==> src/rtl/pipe_pkg.sv <==
// Shared definitions for the pipeline-stage buffers: stage payload structs,
// buffer state encoding and default widths.
package pipe_pkg;

    localparam int PIPE_WIDTH_DEF = 32;
    localparam int PIPE_CNT_W_DEF = 16;

    typedef enum logic [1:0] {
        EMPTY = 2'd0,
        ONE   = 2'd1,
        FULL  = 2'd2
    } pipe_buf_state_e;

    typedef struct packed {
        logic [31:0] pc;
        logic [31:0] instr;
    } if_id_t;

    typedef struct packed {
        logic [31:0] pc;
        logic [31:0] rs1_val;
        logic [31:0] rs2_val;
        logic [31:0] imm;
        logic [4:0]  rd;
        logic [3:0]  alu_op;
        logic        reg_we;
        logic        mem_re;
        logic        mem_we;
    } id_ex_t;

    typedef struct packed {
        logic [31:0] alu_res;
        logic [31:0] rs2_val;
        logic [4:0]  rd;
        logic [2:0]  funct3;
        logic        reg_we;
        logic        mem_re;
        logic        mem_we;
    } ex_mem_t;

    typedef struct packed {
        logic [31:0] wb_data;
        logic [4:0]  rd;
        logic        reg_we;
    } mem_wb_t;

    // Number of entries held in a given buffer state.
    function automatic logic [1:0] state_occupancy(input pipe_buf_state_e s);
        logic [1:0] occ;
        occ = 2'd0;
        case (s)
            ONE:     occ = 2'd1;
            FULL:    occ = 2'd2;
            default: occ = 2'd0;
        endcase
        return occ;
    endfunction

endpackage

==> src/rtl/pipe_stage_buf_sat_counter.sv <==
// Saturating up-counter used for the stage stall statistics; holds at all-ones.
module sat_counter #(
    parameter int CNT_W = 16
) (
    input  logic             clk,
    input  logic             reset_n,
    input  logic             inc,
    output logic [CNT_W-1:0] count
);

    localparam logic [CNT_W-1:0] CNT_MAX = {CNT_W{1'b1}};

    logic [CNT_W-1:0] count_reg;

    always_ff @(posedge clk or negedge reset_n) begin
        if (!reset_n) begin
            count_reg <= '0;
        end else if (inc && (count_reg != CNT_MAX)) begin
            count_reg <= count_reg + CNT_W'(1);
        end
    end

    assign count = count_reg;

endmodule

==> src/rtl/pipe_stage_buf.sv <==
// Elastic valid/ready pipeline-stage register with flush, optional 2-entry
// skid buffer and a saturating stall counter.
module pipe_stage_buf
    import pipe_pkg::*;
#(
    parameter int WIDTH       = PIPE_WIDTH_DEF,
    parameter bit SKID        = 1'b1,
    parameter bit ZERO_BUBBLE = 1'b1,
    parameter int CNT_W       = PIPE_CNT_W_DEF
) (
    input  logic             clk,
    input  logic             reset_n,
    input  logic             flush,
    input  logic             in_valid,
    output logic             in_ready,
    input  logic [WIDTH-1:0] in_data,
    output logic             out_valid,
    input  logic             out_ready,
    output logic [WIDTH-1:0] out_data,
    output logic [1:0]       occupancy,
    output logic [CNT_W-1:0] stall_cnt
);

    pipe_buf_state_e  state_reg, state_next;
    logic [WIDTH-1:0] main_reg, main_next;
    logic [WIDTH-1:0] skid_reg;
    logic             in_fire;
    logic             out_fire;
    logic             bubble_clr;

    assign out_valid = (state_reg != EMPTY);
    assign in_fire   = in_valid & in_ready;
    assign out_fire  = out_valid & out_ready;
    assign occupancy = state_occupancy(state_reg);

    generate
        if (SKID) begin : g_skid
            logic skid_load;
            logic skid_clr;

            // Registered ready: depends only on state, breaking the out_ready path.
            assign in_ready  = (state_reg != FULL);
            assign skid_load = ~flush & (state_reg == ONE) & in_fire & ~out_fire;
            assign skid_clr  = bubble_clr & (flush | ((state_reg == FULL) & out_fire));

            always_ff @(posedge clk or negedge reset_n) begin
                if (!reset_n) begin
                    skid_reg <= '0;
                end else if (skid_load) begin
                    skid_reg <= in_data;
                end else if (skid_clr) begin
                    skid_reg <= '0;
                end
            end
        end else begin : g_no_skid
            assign in_ready = ~out_valid | out_ready;
            assign skid_reg = '0;
        end
    endgenerate

    generate
        if (ZERO_BUBBLE) begin : g_zero_bubble
            assign bubble_clr = 1'b1;
            assign out_data   = out_valid ? main_reg : '0;
        end else begin : g_keep_bubble
            assign bubble_clr = 1'b0;
            assign out_data   = main_reg;
        end
    endgenerate

    // Flush wins over any handshake; an out_fire in that cycle is still consumed.
    always_comb begin
        state_next = state_reg;
        main_next  = main_reg;
        if (flush) begin
            state_next = EMPTY;
            if (bubble_clr) begin
                main_next = '0;
            end
        end else begin
            case (state_reg)
                EMPTY: begin
                    if (in_fire) begin
                        state_next = ONE;
                        main_next  = in_data;
                    end
                end
                ONE: begin
                    if (in_fire && out_fire) begin
                        main_next = in_data;
                    end else if (in_fire && SKID) begin
                        state_next = FULL;
                    end else if (out_fire) begin
                        state_next = EMPTY;
                        if (bubble_clr) begin
                            main_next = '0;
                        end
                    end
                end
                FULL: begin
                    if (out_fire) begin
                        state_next = ONE;
                        main_next  = skid_reg;
                    end
                end
                default: begin
                    state_next = EMPTY;
                end
            endcase
        end
    end

    always_ff @(posedge clk or negedge reset_n) begin
        if (!reset_n) begin
            state_reg <= EMPTY;
            main_reg  <= '0;
        end else begin
            state_reg <= state_next;
            main_reg  <= main_next;
        end
    end

    sat_counter #(
        .CNT_W (CNT_W)
    ) u_stall_cnt (
        .clk     (clk),
        .reset_n (reset_n),
        .inc     (out_valid & ~out_ready),
        .count   (stall_cnt)
    );

endmodule

==> config.mk <==
export PLATFORM = sky130hd
export DESIGN_NAME = pipe_stage_buf
export DESIGN_NICKNAME = d
export VERILOG_FILES = /design/src/rtl/pipe_pkg.sv /design/src/rtl/pipe_stage_buf_sat_counter.sv /design/src/rtl/pipe_stage_buf.sv
export SDC_FILE = /design/constraint.sdc
export NUM_CORES = 1
export LEC_CHECK = 0
export ABC_AREA = 1
export CAP_MARGIN = 20
export CORE_ASPECT_RATIO = 0.6
export CORE_UTILIZATION = 56
export CTS_BUF_LIST = sky130_fd_sc_hd__clkbuf_4 sky130_fd_sc_hd__clkbuf_8 sky130_fd_sc_hd__clkbuf_16
export DETAILED_ROUTE_END_ITERATION = 10
export PLACE_DENSITY = 0.89
export SLEW_MARGIN = 0
export SYNTH_ARGS = -nofsm -noshare
export SYNTH_HDL_FRONTEND = slang
export SYNTH_SLANG_ARGS = --single-unit
==> constraint.sdc <==
create_clock -name clk -period 4.1 [get_ports clk]
set_input_delay 0.41 -clock clk [delete_from_list [all_inputs] [get_ports clk]]
set_output_delay 0.41 -clock clk [all_outputs]
set_load 0.005 [all_outputs]
# ---- After elaboration in Yosys (flattened, before gate mapping)
# Cells that the tools add are included.
dict set report word_totals {
  regBits 82
  in_bits 37
  out_inout_bits 52
  wordCells 52
}
dict set report classes {
  add_sub_neg 1
  n_eq_ne 10
  n_mux 18
  bitwise 11
  reduce_logical 8
}
# cell count
set ops {}
lappend ops {{32-bit 2-to-1 mux} 9}
lappend ops {{32-bit one-hot mux with 3 select lines} 1}
lappend ops {{16-bit by 1-bit adder with 16-bit output (second input constant)} 1}
lappend ops {{16-bit inequality test (second input constant)} 1}
lappend ops {{2-bit 2-to-1 mux} 6}
lappend ops {{3-bit inequality test (second input constant)} 3}
lappend ops {{4-bit by 3-bit inequality test with 1-bit output (second input constant)} 2}
lappend ops {{1-bit bitwise AND} 7}
lappend ops {{2-bit one-hot mux with 3 select lines} 1}
lappend ops {{5-bit AND reduction} 1}
lappend ops {{4-bit inequality test (second input constant)} 1}
lappend ops {{2-bit one-hot mux with 2 select lines} 1}
lappend ops {{4-bit AND reduction} 1}
lappend ops {{2-bit nonzero test} 2}
lappend ops {{4-bit nonzero test} 1}
lappend ops {{1-bit inverter} 3}
lappend ops {{2-bit by 1-bit equality test with 1-bit output (second input constant)} 1}
lappend ops {{2-bit equality test (second input constant)} 1}
lappend ops {{1-bit logical AND} 2}
lappend ops {{2-bit zero test} 1}
lappend ops {{2-bit inequality test (second input constant)} 1}
lappend ops {{1-bit OR} 1}

# ---- Depth between registers and ports, before layout
dict set report logic_depth {
  word_depth 7
  depth_mapped 14
  mapped_depth_nobuf 12
}

# ---- Cells and area by module
# From an unflattened synthesis, not the netlist that was laid out.
dict set report hier_totals {
  cells_unflattened 644
  hier_area_um2 4559.4
}
# mod n_inst cells_per_inst area_per_inst_um2 seq_area_each_um2
set by_module_without_submodules {}
lappend by_module_without_submodules {pipe_stage_buf 1 497 3528.4 1651.6}
lappend by_module_without_submodules {sat_counter 1 147 1031.0 400.4}

# ---- Worst setup path after synthesis
# OpenSTA, ideal clock, no wires.
dict set report synth_path {
  path_kind {register -> register}
  start {register state_reg[0]}
  end {register main_reg[10]}
  setup_ps 118
  arrival_ps 1606
  required_ps 3982
  path_slack_ps 2376
  path_stages_with_launch 13
  path_buffers 2
  period_less_slack_ps 1724
  path_cell_list {dfrtp_1 > inv_1 > ha_1 > buf_6 > inv_4 > nand2_4 > nand3_1 > nand3_2 > nor2_8 > inv_4 > buf_6 > nand2_1 > nand2_1}
}
dict set report synth_via {
  elab_chain_cells 6
  elab_cells_between_ends 17
  cone_classes {eq/ne: 7; mux: 3; bitwise: 2; reduce/logical: 5}
}
# element line
set synth_lines {}
lappend synth_lines {{from (decl)} pipe_stage_buf.sv:24} ;# pipe_buf_state_e state_reg, state_next;
lappend synth_lines {{from (signal assigned)} pipe_stage_buf.sv:118} ;# state_reg <= state_next;
lappend synth_lines {{2-bit nonzero test *} pipe_stage_buf.sv:31} ;# assign out_valid = (state_reg != EMPTY);
lappend synth_lines {{net out_valid} pipe_stage_buf.sv:17} ;# output logic out_valid,
lappend synth_lines {{1-bit bitwise AND *} pipe_stage_buf.sv:33} ;# assign out_fire = out_valid & out_ready;
lappend synth_lines {{1-bit logical AND} pipe_stage_buf.sv:89} ;# if (in_fire && out_fire) begin
lappend synth_lines {{32-bit 2-to-1 mux} pipe_stage_buf.sv:89}
lappend synth_lines {{32-bit one-hot mux with 3 select lines} pipe_stage_buf.sv:81} ;# case (state_reg)
lappend synth_lines {{32-bit 2-to-1 mux} pipe_stage_buf.sv:75} ;# if (flush) begin
lappend synth_lines {{to (signal assigned)} pipe_stage_buf.sv:119} ;# main_reg <= main_next;
lappend synth_lines {{to (decl)} pipe_stage_buf.sv:25} ;# logic [WIDTH-1:0] main_reg, main_next;
# Mark *: on every way through the listed nets, which the timed path passes. The rest lies on a longest branch.
# A chain may end at the register's enable or synchronous reset.

# ---- Final worst setup path
dict set report layout_path {
  start {register state_reg[0]}
  end {register skid_reg[13]}
}
dict set report layout_via {
  elab_chain_cells 5
  elab_cells_between_ends 14
  cone_classes {eq/ne: 3; mux: 1; bitwise: 8; reduce/logical: 2}
}
# element line
set layout_lines {}
lappend layout_lines {{2-bit by 1-bit equality test with 1-bit output (tied with other cells)} pipe_stage_buf.sv:43} ;# assign skid_load = ~flush & (state_reg == ONE) & in_fire & ~out_fire;
lappend layout_lines {{1-bit bitwise AND (on tied branches)} {pipe_stage_buf.sv:43, pipe_stage_buf.sv:32, pipe_stage_buf.sv:33}}
lappend layout_lines {{1-bit bitwise AND (tied with other cells)} pipe_stage_buf.sv:43}
lappend layout_lines {{1-bit bitwise AND or 1-bit OR (tied branches)} {pipe_stage_buf.sv:43, pipe_stage_buf.sv:44}}
lappend layout_lines {{32-bit 2-to-1 mux or 2-bit nonzero test (tied branches)} --}
lappend layout_lines {{to (signal assigned)} pipe_stage_buf.sv:50} ;# skid_reg <= in_data;
lappend layout_lines {{to (decl)} pipe_stage_buf.sv:26} ;# logic [WIDTH-1:0] skid_reg;
# Several ways; a longest one is shown, not always the timed one.

==> results.ini <==
[outcome]
status = finished clean

[grt]
grt_pass1_vias = 4087
met2_usage = 0.501
grt_util_met3 = 0.0892
grt_max_degree = 83
grt_usage = 0.299
top_usage_layer = met2
gr-total-overflow = 0
use_met1 = 0.384
antenna_found_initial = 0
grt_pass1_wl_um = 19700

[hold_path]
min_path_type = input pin to async pin

[pwr]
powerDensity_nw_per_um2 = 508
ir_worst_vdd_uv = 315
leakage_nw = 2.77

[synthesis]
yosysUniqueCellTypes = 26
synthTopCellsByArea = dfrtp_1, nand2_1, nand3_1
syn_area_um2 = 4530
ys_ff_latch = 82
synth_nets = 680
synth.largest_area_cell = dfrtp_1
ys_seq_area_frac = 0.453
syn_inst = 637
async_flop_share = 1.00
synth_edf_count = 0
synth.avg_cell_area_um2 = 7.11
ys_warn_count = 0
synthFlopType = dfrtp_1
synth_top_area_frac = 0.453

[layout]
syn2layout_area_growth_pct = 26.4
nets = 754
final_cell_area_um2 = 5730
fin_cells = 819
drive_gt1_frac = 0.0490
n_antenna_cell = 0

[cts]
clock_sinks = 82
cts-buffers-inserted = 9
cts_resized = 0
cts_hold_buf = 0
cts_tree = built
clk_pin_slew_ns = 0.06
htreeDepth = 3
clock_path_buffers = 2
cts_setup_buffers = 0
insertion_delay_ns = 0.34
cts-root-buf = clkbuf_16

[setup_path]
path_max_fanout = 37
endpoint_kind = flop
critPathLaunchType = flop
max_stage_delay_ns = 0.89
path_cells = inv_1 -> ha_1 -> inv_4 -> nand2_4 -> o211ai_1 -> buf_4 -> o21ai_0
critical_path.slowest_cell = o211ai_1
worstPathArrival_ns = 2.83
cp-startpoint = state_reg[0]
worst-setup-path-type = flop to flop
reg2reg_from = state_reg[0]
required_ns = 4.30

[routing]
drtAntennaViolNets = 0
wl_per_cell_um = 14.5
num_vias = 4369
dr.pass1.iters = 5
vias_per_cell = 5.33
routed_wl_um = 11900
drc = 0
drt-initial-drc-count = 318

[sta]
finalSetupTns_ns = 0
slew_viol_final = 0
max_freq_mhz = 381
finalCritPeriodShare = 0.641
hold_viol = 0
fin_ws_ns = 1.47
rsz0062_at_grt = false
setup_viol = 0
max_slew_margin = 0.314
skew_ns = 0.00485
tightestPinTransition_ns = 1.03
period_minus_slack_ns = 2.63

[floorplan]
core_area_um2 = 7540
die-height_um = 71.7
num_rows = 24
io_pins = 89
start_util = 0.601
die_x_um = 118
dieArea_um2 = 8470

[place]
place_ws_ns = 1.37
dp_hpwl_um = 7820
place_inst = 803
post_dp_cell_area_um2 = 5380
gp_congestion = 0.870
io_buffers = 88

[run]
drv_cap = 0

## synth_stat cells (2+ instances only)
cell type and count:
inv_1 81, o21ai_0 36, inv_2 2, nand2_2 2, buf_4 3, clkbuf_2 3
xnor2_1 5, inv_4 2, nand2_1 244, nor2_1 52, dfrtp_1 82, nand3_2 2
nor3_1 3, clkbuf_1 12, nand3_1 77, buf_2 4, ha_1 6, buf_6 8
nand4_1 3, xor2_1 4
## stage by stage
stage	util	hold slack [ns]	power [W]
3_3_place_gp	0.714	0.463	0.00197
4_1_cts	0.757	0.283	0.00291
5_1_grt	0.760	0.0768	0.00308
3_5_place_dp	0.714	0.465	0.00201
2_1_floorplan	-	0.114	0.00170
6_report	0.760	0.0327	0.00291
## layer usage
layer	up-vias	share of wire
met5	-	0
met4	0	0.012
met3	20	0.085
met2	215	0.46
met1	2047	0.44
li1	2087	-
## cell usage in the layout (no fill, tap or decap), types with 3 or more instances in the layout
cell             instances
nand3_1                 77
inv_1                   81
clkbuf_16                9
o21ai_0                 36
dfrtp_1                 82
xnor2_1                  5
clkdlybuf4s50_1         87
nand2_1                244
nand4_1                  3
ha_1                     6
nor3_1                   3
nor2_1                  51
buf_4                    5
xor2_1                   4
## worst max-delay path, delay by kind of cell (launching register included)
family,cells,cell delay (ns)
adders and majority gates,1,0.25
DFF,1,0.41
AOI/OAI and AO/OA,2,1.02
and+or+nand+nor,1,0.24
buffers and inverters,3,0.55
## power by group
group | switching [W] | internal [W] | total (W)
Combinational | 0.000576 | 0.000367 | 0.000943
Sequential | 0.000113 | 0.000968 | 0.00108
Clock | 0.000310 | 0.000577 | 0.000887
Total | 0.000999 | 0.00191 | 0.00291
## path summary, 6_finish.rpt
kind	depth (start not counted)	slack, ns	to
setup / recovery	7	1.47	skid_reg[13]
hold / removal	1	0.03	u_stall_cnt.count[5]
setup reg to reg	7	1.47	skid_reg[13]
hold reg to reg	2	0.48	main_reg[28]
max in group asynchronous	2	3.46	main_reg[2]
min in group clk	2	0.48	main_reg[28]
## final cells by class
type | instances | area, um^2
fillers | 559 | 1810
multi-input cells | 440 | 1960
inverters | 85 | 324
flip-flops and latches | 82 | 2050
clock buffers | 13 | 268
repair buffers | 93 | 928
clock inverters | 2 | 60.1
well taps | 104 | 130
## cells by family (layout without fill, tap and decap cells)
| group | Yosys count | after routing | synth area share |
|---|---|---|---|
| and+or+nand+nor | 386 | 386 | 0.353 |
| xor gates and xnor gates | 9 | 9 | 0.0174 |
| DFF | 82 | 82 | 0.453 |
| buffers and inverters | 115 | 193 | 0.114 |
| AOI/OAI and AO/OA | 39 | 39 | 0.0458 |
| adders and majority gates | 6 | 6 | 0.0166 |
No activity file was read; power rests on OpenSTA's default activity.
